==> config.mk <==
export PLATFORM = sky130hd
export DESIGN_NAME = buffered_handshake_flat
export DESIGN_NICKNAME = d
export VERILOG_FILES = /design/src/rtl/buffered_handshake_if.sv /design/src/rtl/buffered_handshake.sv /design/src/flat_wrapper.sv
export SDC_FILE = /design/constraint.sdc
export NUM_CORES = 1
export LEC_CHECK = 0
export BUFFER_PORTS_ARGS = -buffer_cell sky130_fd_sc_hd__buf_2
export CAP_MARGIN = 20
export CELL_PAD_IN_SITES_DETAIL_PLACEMENT = 1
export CELL_PAD_IN_SITES_GLOBAL_PLACEMENT = 1
export CORE_ASPECT_RATIO = 0.9
export CORE_MARGIN = 5
export CORE_UTILIZATION = 40
export DETAILED_ROUTE_END_ITERATION = 16
export PLACE_DENSITY = 0.79
export SLEW_MARGIN = 0
export SYNTH_ARGS = -nofsm -noshare
export SYNTH_HDL_FRONTEND = slang
export SYNTH_SLANG_ARGS = --single-unit
==> constraint.sdc <==
create_clock -name clk -period 1.7 [get_ports clk]
set_input_delay 0.085 -clock clk [delete_from_list [all_inputs] [get_ports clk]]
set_output_delay 0.085 -clock clk [all_outputs]
set_load 0.01 [all_outputs]
==> src/rtl/buffered_handshake_if.sv <==
// buffered_handshake_if: valid/ready stream bundle seen from both sides of the buffer.
interface buffered_handshake_if #(parameter int DATA_WIDTH = 8);
   logic [DATA_WIDTH-1:0] idata;
   logic                  idata_vld;
   logic                  idata_rdy;
   logic [DATA_WIDTH-1:0] odata;
   logic                  odata_vld;
   logic                  odata_rdy;
   modport master (output idata, idata_vld, odata_rdy, input idata_rdy, odata, odata_vld);
   modport slave  (input idata, idata_vld, odata_rdy, output idata_rdy, odata, odata_vld);
endinterface

==> src/rtl/buffered_handshake.sv <==
// buffered_handshake: two-entry skid buffer that fully registers data, valid and ready.
module buffered_handshake #(
   parameter int DATA_WIDTH = 8,
   parameter int RESET_TYPE = 1
) (
   input logic                clk,
   input logic                rst,
   buffered_handshake_if.slave bus
);
   if (RESET_TYPE != 1) begin : g_bad_reset_type
      $fatal(1, "buffered_handshake: only RESET_TYPE=1 (async active-high) is supported");
   end
   typedef enum logic [1:0] {EMPTY, ONE, FULL} state_t;
   state_t                state;
   logic [DATA_WIDTH-1:0] main_data;
   logic [DATA_WIDTH-1:0] skid_data;
   logic                  main_vld;
   logic                  skid_vld;
   logic                  in_rdy;
   logic                  in_xfer;
   logic                  out_xfer;
   assign in_xfer       = bus.idata_vld && in_rdy;
   assign out_xfer      = main_vld && bus.odata_rdy;
   assign bus.odata     = main_data;
   assign bus.odata_vld = main_vld;
   assign bus.idata_rdy = in_rdy;
   // in_rdy resets low so the first edge after release only opens the input.
   always_ff @(posedge clk or posedge rst) begin
      if (rst) begin
         state     <= EMPTY;
         main_data <= '0;
         skid_data <= '0;
         main_vld  <= 1'b0;
         skid_vld  <= 1'b0;
         in_rdy    <= 1'b0;
      end else begin
         case (state)
            EMPTY: begin
               in_rdy <= 1'b1;
               if (in_xfer) begin
                  main_data <= bus.idata;
                  main_vld  <= 1'b1;
                  state     <= ONE;
               end
            end
            ONE: begin
               if (in_xfer && out_xfer) begin
                  main_data <= bus.idata;
               end else if (in_xfer) begin
                  skid_data <= bus.idata;
                  skid_vld  <= 1'b1;
                  in_rdy    <= 1'b0;
                  state     <= FULL;
               end else if (out_xfer) begin
                  main_vld <= 1'b0;
                  state    <= EMPTY;
               end
            end
            FULL: begin
               if (out_xfer) begin
                  main_data <= skid_data;
                  skid_vld  <= 1'b0;
                  in_rdy    <= 1'b1;
                  state     <= ONE;
               end
            end
            default: state <= EMPTY;
         endcase
      end
   end
endmodule

==> src/flat_wrapper.sv <==
// flat-port wrapper written by rule: the top's interface ports become plain ports
module buffered_handshake_flat 
#(
   parameter int DATA_WIDTH = 8,
   parameter int RESET_TYPE = 1
)
  (clk, rst, bus_idata, bus_idata_vld, bus_odata_rdy, bus_idata_rdy, bus_odata, bus_odata_vld);
  buffered_handshake_if #(.DATA_WIDTH(DATA_WIDTH)) bus_i ();
  input logic clk;
  input logic rst;
  input wire logic [$bits(bus_i.idata)-1:0] bus_idata;
  input wire logic [$bits(bus_i.idata_vld)-1:0] bus_idata_vld;
  input wire logic [$bits(bus_i.odata_rdy)-1:0] bus_odata_rdy;
  output wire logic [$bits(bus_i.idata_rdy)-1:0] bus_idata_rdy;
  output wire logic [$bits(bus_i.odata)-1:0] bus_odata;
  output wire logic [$bits(bus_i.odata_vld)-1:0] bus_odata_vld;
  assign bus_i.idata = bus_idata;
  assign bus_i.idata_vld = bus_idata_vld;
  assign bus_i.odata_rdy = bus_odata_rdy;
  assign bus_idata_rdy = bus_i.idata_rdy;
  assign bus_odata = bus_i.odata;
  assign bus_odata_vld = bus_i.odata_vld;
  buffered_handshake #(.DATA_WIDTH(DATA_WIDTH), .RESET_TYPE(RESET_TYPE)) u_core (.clk(clk), .rst(rst), .bus(bus_i));
endmodule
* Word level (Yosys, flattened, before mapping) *
Cells that the tools add are included.
W data, S select, Z words.

word-level totals
  flip-flop bits (word level) = 20
  output and inout port bits = 10
  bits of input ports = 12

cells by class
  bitwise logic cells = 1
  muxes and demuxes = 19
  eq/ne operators = 10
  reductions and logical operators = 11

operator list
  kind                  number
  $mux W8               3
  $pmux W8 S3           1
  $reduce_and A4 Y1     3
  $mux W2               5
  $ne A2 B1 Y1 const B  5
  $mux W1               7
  $pmux W2 S3           1
  $reduce_and A5 Y1     1
  $ne A2 B2 Y1 const B  2
  $logic_and A1 B1 Y1   3
  $ne A3 B1 Y1 const B  1
  $pmux W1 S3           1
  $reduce_and A3 Y1     1
  $reduce_bool A3 Y1    1
  $eq A2 B1 Y1 const B  1
  $eq A2 B2 Y1 const B  1
  $logic_not A2 Y1      1
  $pmux W1 S2           1
  $reduce_bool A2 Y1    1
  $not A1 Y1            1

* Longest topological paths before layout *
  depth after elaboration = 5
  mapped depth = 4

* Least setup slack after synthesis *
Ideal clock, no wire load.

  kind = register to register
  from = register u_core.main_vld, in the netlist u_core.bus.odata_vld
  to = register u_core.main_data[0], in the netlist u_core.bus.odata[0]
  arrival = 1.319 ns
  setup time = 0.125 ns
  path buffers = 0
  stages on the path, launching flop included = 4
  slack = 0.256 ns
  cells stage by stage = dfrtp_1 > a21boi_1 > o32ai_4 > mux2_2

between the ends
  cells in the longest elaborated chain, start to end = 4
  elaborated cells on any way between the ends = 5

ends and longest elaborated chain
  element                          RTL line                  RTL
  start: declaration               buffered_handshake.sv:17  logic main_vld;
  start signal: assignment         buffered_handshake.sv:33  main_vld <= 1'b0;
  start signal: assignment         buffered_handshake.sv:42  main_vld <= 1'b1;
  start signal: assignment         buffered_handshake.sv:55  main_vld <= 1'b0;
  $logic_and A1 B1 Y1 (*)          buffered_handshake.sv:23  assign out_xfer = main_vld && bus.odata_rdy;
  $logic_and A1 B1 Y1              buffered_handshake.sv:47  if (in_xfer && out_xfer) begin
  $ne A2 B1 Y1 (no line)           n/a
  $reduce_and A4 Y1 (no line) (*)  n/a
  end signal: assignment           buffered_handshake.sv:41  main_data <= bus.idata;
  end signal: assignment           buffered_handshake.sv:48  main_data <= bus.idata;
  end signal: assignment           buffered_handshake.sv:61  main_data <= skid_data;
  end: declaration                 buffered_handshake.sv:15  logic [DATA_WIDTH-1:0] main_data;

Every way passes the cells marked *; elsewhere a longest branch is shown, timed or not.
A chain may end at the register's enable or synchronous reset.

* Worst setup path after layout *
  from = register u_core.state[0]
  to = register u_core.main_data[7], in the netlist u_core.bus.odata[7]

between the ends
  cells in the longest elaborated chain, start to end = 3
  elaborated cells on any way between the ends = 9

ends and longest elaborated chain
  element                                                       RTL line                  RTL
  start: declaration                                            buffered_handshake.sv:14  state_t state;
  start signal: assignment                                      buffered_handshake.sv:30  state <= EMPTY;
  start signal: assignment                                      buffered_handshake.sv:43  state <= ONE;
  start signal: assignment                                      buffered_handshake.sv:53  state <= FULL;
  $eq A2 B2 Y1, or another cell as far along                    buffered_handshake.sv:37  case (state)
  $ne A2 B1 Y1 (no line) or $reduce_bool A3 Y1 (tied branches)  n/a
  $reduce_and A4 Y1 (no line)                                   n/a

Parallel ways exist; a longest one is shown, timed or not.

==> flow_metrics.tcl <==
set metrics [dict create \
    cts.reportedPaths.clkPinSlew_ns 0.12 \
    seq_area_sq_um 500 \
    ys_seq_elements 20 \
    floorplan.initialDensity_pct 42.4 \
    yosys-mux-area-fraction_pct 30.0 \
    outcome "finished, final reports clean" \
    final_nets 113 \
    num-fill-cells 245 \
    max_cap_violations 0 \
    cellPowerDensity_nw_per_um2 761 \
    layout_overhead_on_the_synthesized_area_pct 28.2 \
    globalRoute.totalOverflow 0 \
    crit_path_max_incr_delay_ns 0.45 \
    setup_viol 0 \
    maximum_number_of_pins_on_one_net_before_global_route_repair 21 \
    worst_setup_path_end_kind "flop" \
    worstHoldStart "bus_idata[1]" \
    hold_violations 0 \
    layout_min_cycle_time_ns 1.58 \
    post_route_cells_drive_above_1_share_pct 57.0 \
    slew_headroom_pct 49.9 \
    power_leakage_uw 0.000645 \
    yosys.area_share.xor_xnor_pct 0 \
    timing.critical_path.slowest_stage_cell "sky130_fd_sc_hd__dfrtp_1" \
    clk-insertion-delay-late_ns 0.31 \
    worstReg2RegStart "u_core.state[0]" \
    multi_input_area_sq_um 407 \
    antenna_found_initial 0 \
    worst_hold_path_type "in -> reg" \
    synth_adder_area_share_pct 0 \
    clock_tree.root_cell "sky130_fd_sc_hd__clkbuf_4" \
    syn-mean-instance-area_sq_um 13.9 \
    fmaxAchievable_ghz 0.634 \
    total_power_uw 910 \
    die_width_um 60.9 \
    buffer_ports.inserted 21 \
    synth-warning-count 0 \
    wl_um 1980 \
    gp_congestion 0.823 \
    drtAntennaViolNets 0 \
    coreArea_sq_um 2200 \
    critPathRequiredTime_ns 1.91 \
    synth.distinct_cells 17 \
    critPathKind "reg -> reg" \
    clock-skew-final_ns 0.00208 \
    critical_path.cell_chain "a21boi_1 > o32ai_4 > mux2_2" \
    rows 16 \
    floorplan.die_area_sq_um 3400 \
    drt_drc_violations_left 0 \
    synth_simple_gate_area_share_pct 4.69 \
    synth-compound-area-share_pct 8.85 \
    post_cts_resized 0 \
    globalRouteTotalUtil_pct 12.4 \
    cts_made_buffers 3 \
    cts.path.max_buffers 2 \
    wire_length_of_the_first_global_routing_pass_um 3120 \
    detail_route.wl_per_cell_um 15.6 \
    rsz_0062_raised_after_global_routing "no" \
    tns_ns 0 \
    main_combinational_cell_family_by_area_after_synthesis "multiplexers" \
    postSynthCellCount 67 \
    clock_sinks 20 \
    drt_first_iter_violations 9 \
    syn_area_sq_um 933 \
    top_level_ports 22 \
    worstSetupStartpointType "flop" \
    cts_tree "done" \
    stdcell_count 127 \
    cp_max_fo 8 \
    first_pass_iters 3 \
    synth_sequential_area_ratio_pct 53.6 \
    data_arrival_time_of_the_worst_path_ns 1.78 \
    dr_total_vias 651 \
    die_h_um 55.8 \
    max_slew.worst_pin.slew_ns 0.750 \
    number_of_diodes_added_for_antenna_fixing 0 \
    routed_via_density 5.13 \
    place_inst 117 \
    slew_violations 0 \
    net_count_synth 79 \
    period_share_pct 92.7 \
    power.ir.vdd_worst_mv 0.577 \
    dp.final_hpwl_um 1420 \
    grt_pass1_vias 632 \
    crit_start "u_core.state[0]" \
    cts_max_level 1 \
]
kinds of logic after synthesis:
logic type	Yosys count
muxes	25
AOI/OAI and AO/OA	9
buffers and inverters	5
and+or+nand+nor	8
DFF	20
routing by layer:
layer	wire (um)	global-route usage, %	share of wire, %	vias up
met1	824	15.9	42	323
met3	127	5.57	6.4	4
met5	0	0	0	-
li1	-	-	-	309
met2	1000	18.2	51	15
met4	23	4.64	1.2	0
report_power, final:
part	switching [uW]	internal, uW
sequential	0	476
clock	157	238
combinational	19.6	19.1
total	177	733
synthesized netlist by cell type:
| library cell | n | area, sq um |
|---|---|---|
| sky130_fd_sc_hd__o22ai_1 | 1 | 6.26 |
| sky130_fd_sc_hd__nor2_1 | 1 | 3.75 |
| sky130_fd_sc_hd__a32oi_1 | 1 | 8.76 |
| sky130_fd_sc_hd__nand2_2 | 1 | 6.26 |
| sky130_fd_sc_hd__a21boi_1 | 1 | 7.51 |
| sky130_fd_sc_hd__o32ai_4 | 1 | 27.5 |
| sky130_fd_sc_hd__mux2i_1 | 1 | 10.0 |
| sky130_fd_sc_hd__and3b_2 | 1 | 10.0 |
| sky130_fd_sc_hd__nand2_1 | 3 | 11.3 |
| sky130_fd_sc_hd__mux2_2 | 24 | 270 |
| sky130_fd_sc_hd__inv_1 | 4 | 15.0 |
| sky130_fd_sc_hd__dfrtp_1 | 20 | 500 |
| sky130_fd_sc_hd__nand2b_1 | 1 | 6.26 |
| sky130_fd_sc_hd__a21oi_1 | 3 | 15.0 |
| sky130_fd_sc_hd__buf_6 | 1 | 11.3 |
| sky130_fd_sc_hd__a31o_2 | 2 | 17.5 |
| sky130_fd_sc_hd__and2_1 | 1 | 6.26 |
worst paths after layout:
check | slack (ns) | depth (start not counted) | endpoint
hold / removal | 0.02 | 2 | u_core.skid_data[1]
setup reg to reg | 0.12 | 3 | u_core.bus.odata[7]
setup / recovery | 0.12 | 3 | u_core.bus.odata[7]
min in group asynchronous | 0.44 | 3 | u_core.skid_data[3]
max in group asynchronous | 0.80 | 3 | u_core.bus.idata_rdy
hold reg to reg | 0.51 | 1 | u_core.bus.odata[1]
cell type report:
| class | count | share of cell area [%] |
|---|---|---|
| clock buffers | 3 | 1.88 |
| clock inverters | 1 | 2.51 |
| inverters | 4 | 1.26 |
| multi-input cells | 42 | 34.0 |
| flip-flops and latches | 20 | 41.8 |
| well taps | 27 | 2.82 |
| repair buffers | 30 | 15.7 |
layout by cell type (no fill, tap or decap), types with 2 or more instances in the layout:
| cell | synthesis | routed |
|---|---|---|
| sky130_fd_sc_hd__a21oi_1 | 3 | 3 |
| sky130_fd_sc_hd__a31o_2 | 2 | 2 |
| sky130_fd_sc_hd__buf_2 | 0 | 21 |
| sky130_fd_sc_hd__buf_4 | 0 | 3 |
| sky130_fd_sc_hd__clkbuf_4 | 0 | 3 |
| sky130_fd_sc_hd__dfrtp_1 | 20 | 20 |
| sky130_fd_sc_hd__dlygate4sd3_1 | 0 | 6 |
| sky130_fd_sc_hd__inv_1 | 4 | 4 |
| sky130_fd_sc_hd__mux2_2 | 24 | 24 |
| sky130_fd_sc_hd__nand2_1 | 3 | 3 |
state kept, by name, summed over array words and instances, names as in the netlist:
register	flops
u_core.bus.odata	8
u_core.bus.idata_rdy	1
u_core.state	2
u_core.skid_data	8
u_core.bus.odata_vld	1
worst max-delay path, delay by kind of cell (launching register included):
kind	cells	cell delay, ns
mux	1	0.39
compound gates	2	0.64
flops	1	0.45
through the flow:
stage               worst slack, ns  instance area (sq um)  hold slack (ns)  util (%)
floorplan                     0.256                    933           0.0488         -
global route                0.00313                   1200           0.0129      54.3
detailed placement            0.121                   1080            0.259      49.2
finish                        0.124                   1200           0.0191      54.3
global placement              0.169                   1080            0.251      49.2
CTS                           0.102                   1150         0.000611      52.0
timing repair:
| action | CTS | global route |
|---|---|---|
| endpoints found under the hold margin | 20 | 5 |
| hold buffers | 1 | 5 |
| setup buffers | 0 | 0 |
Power figures use the tool's default switching activity.
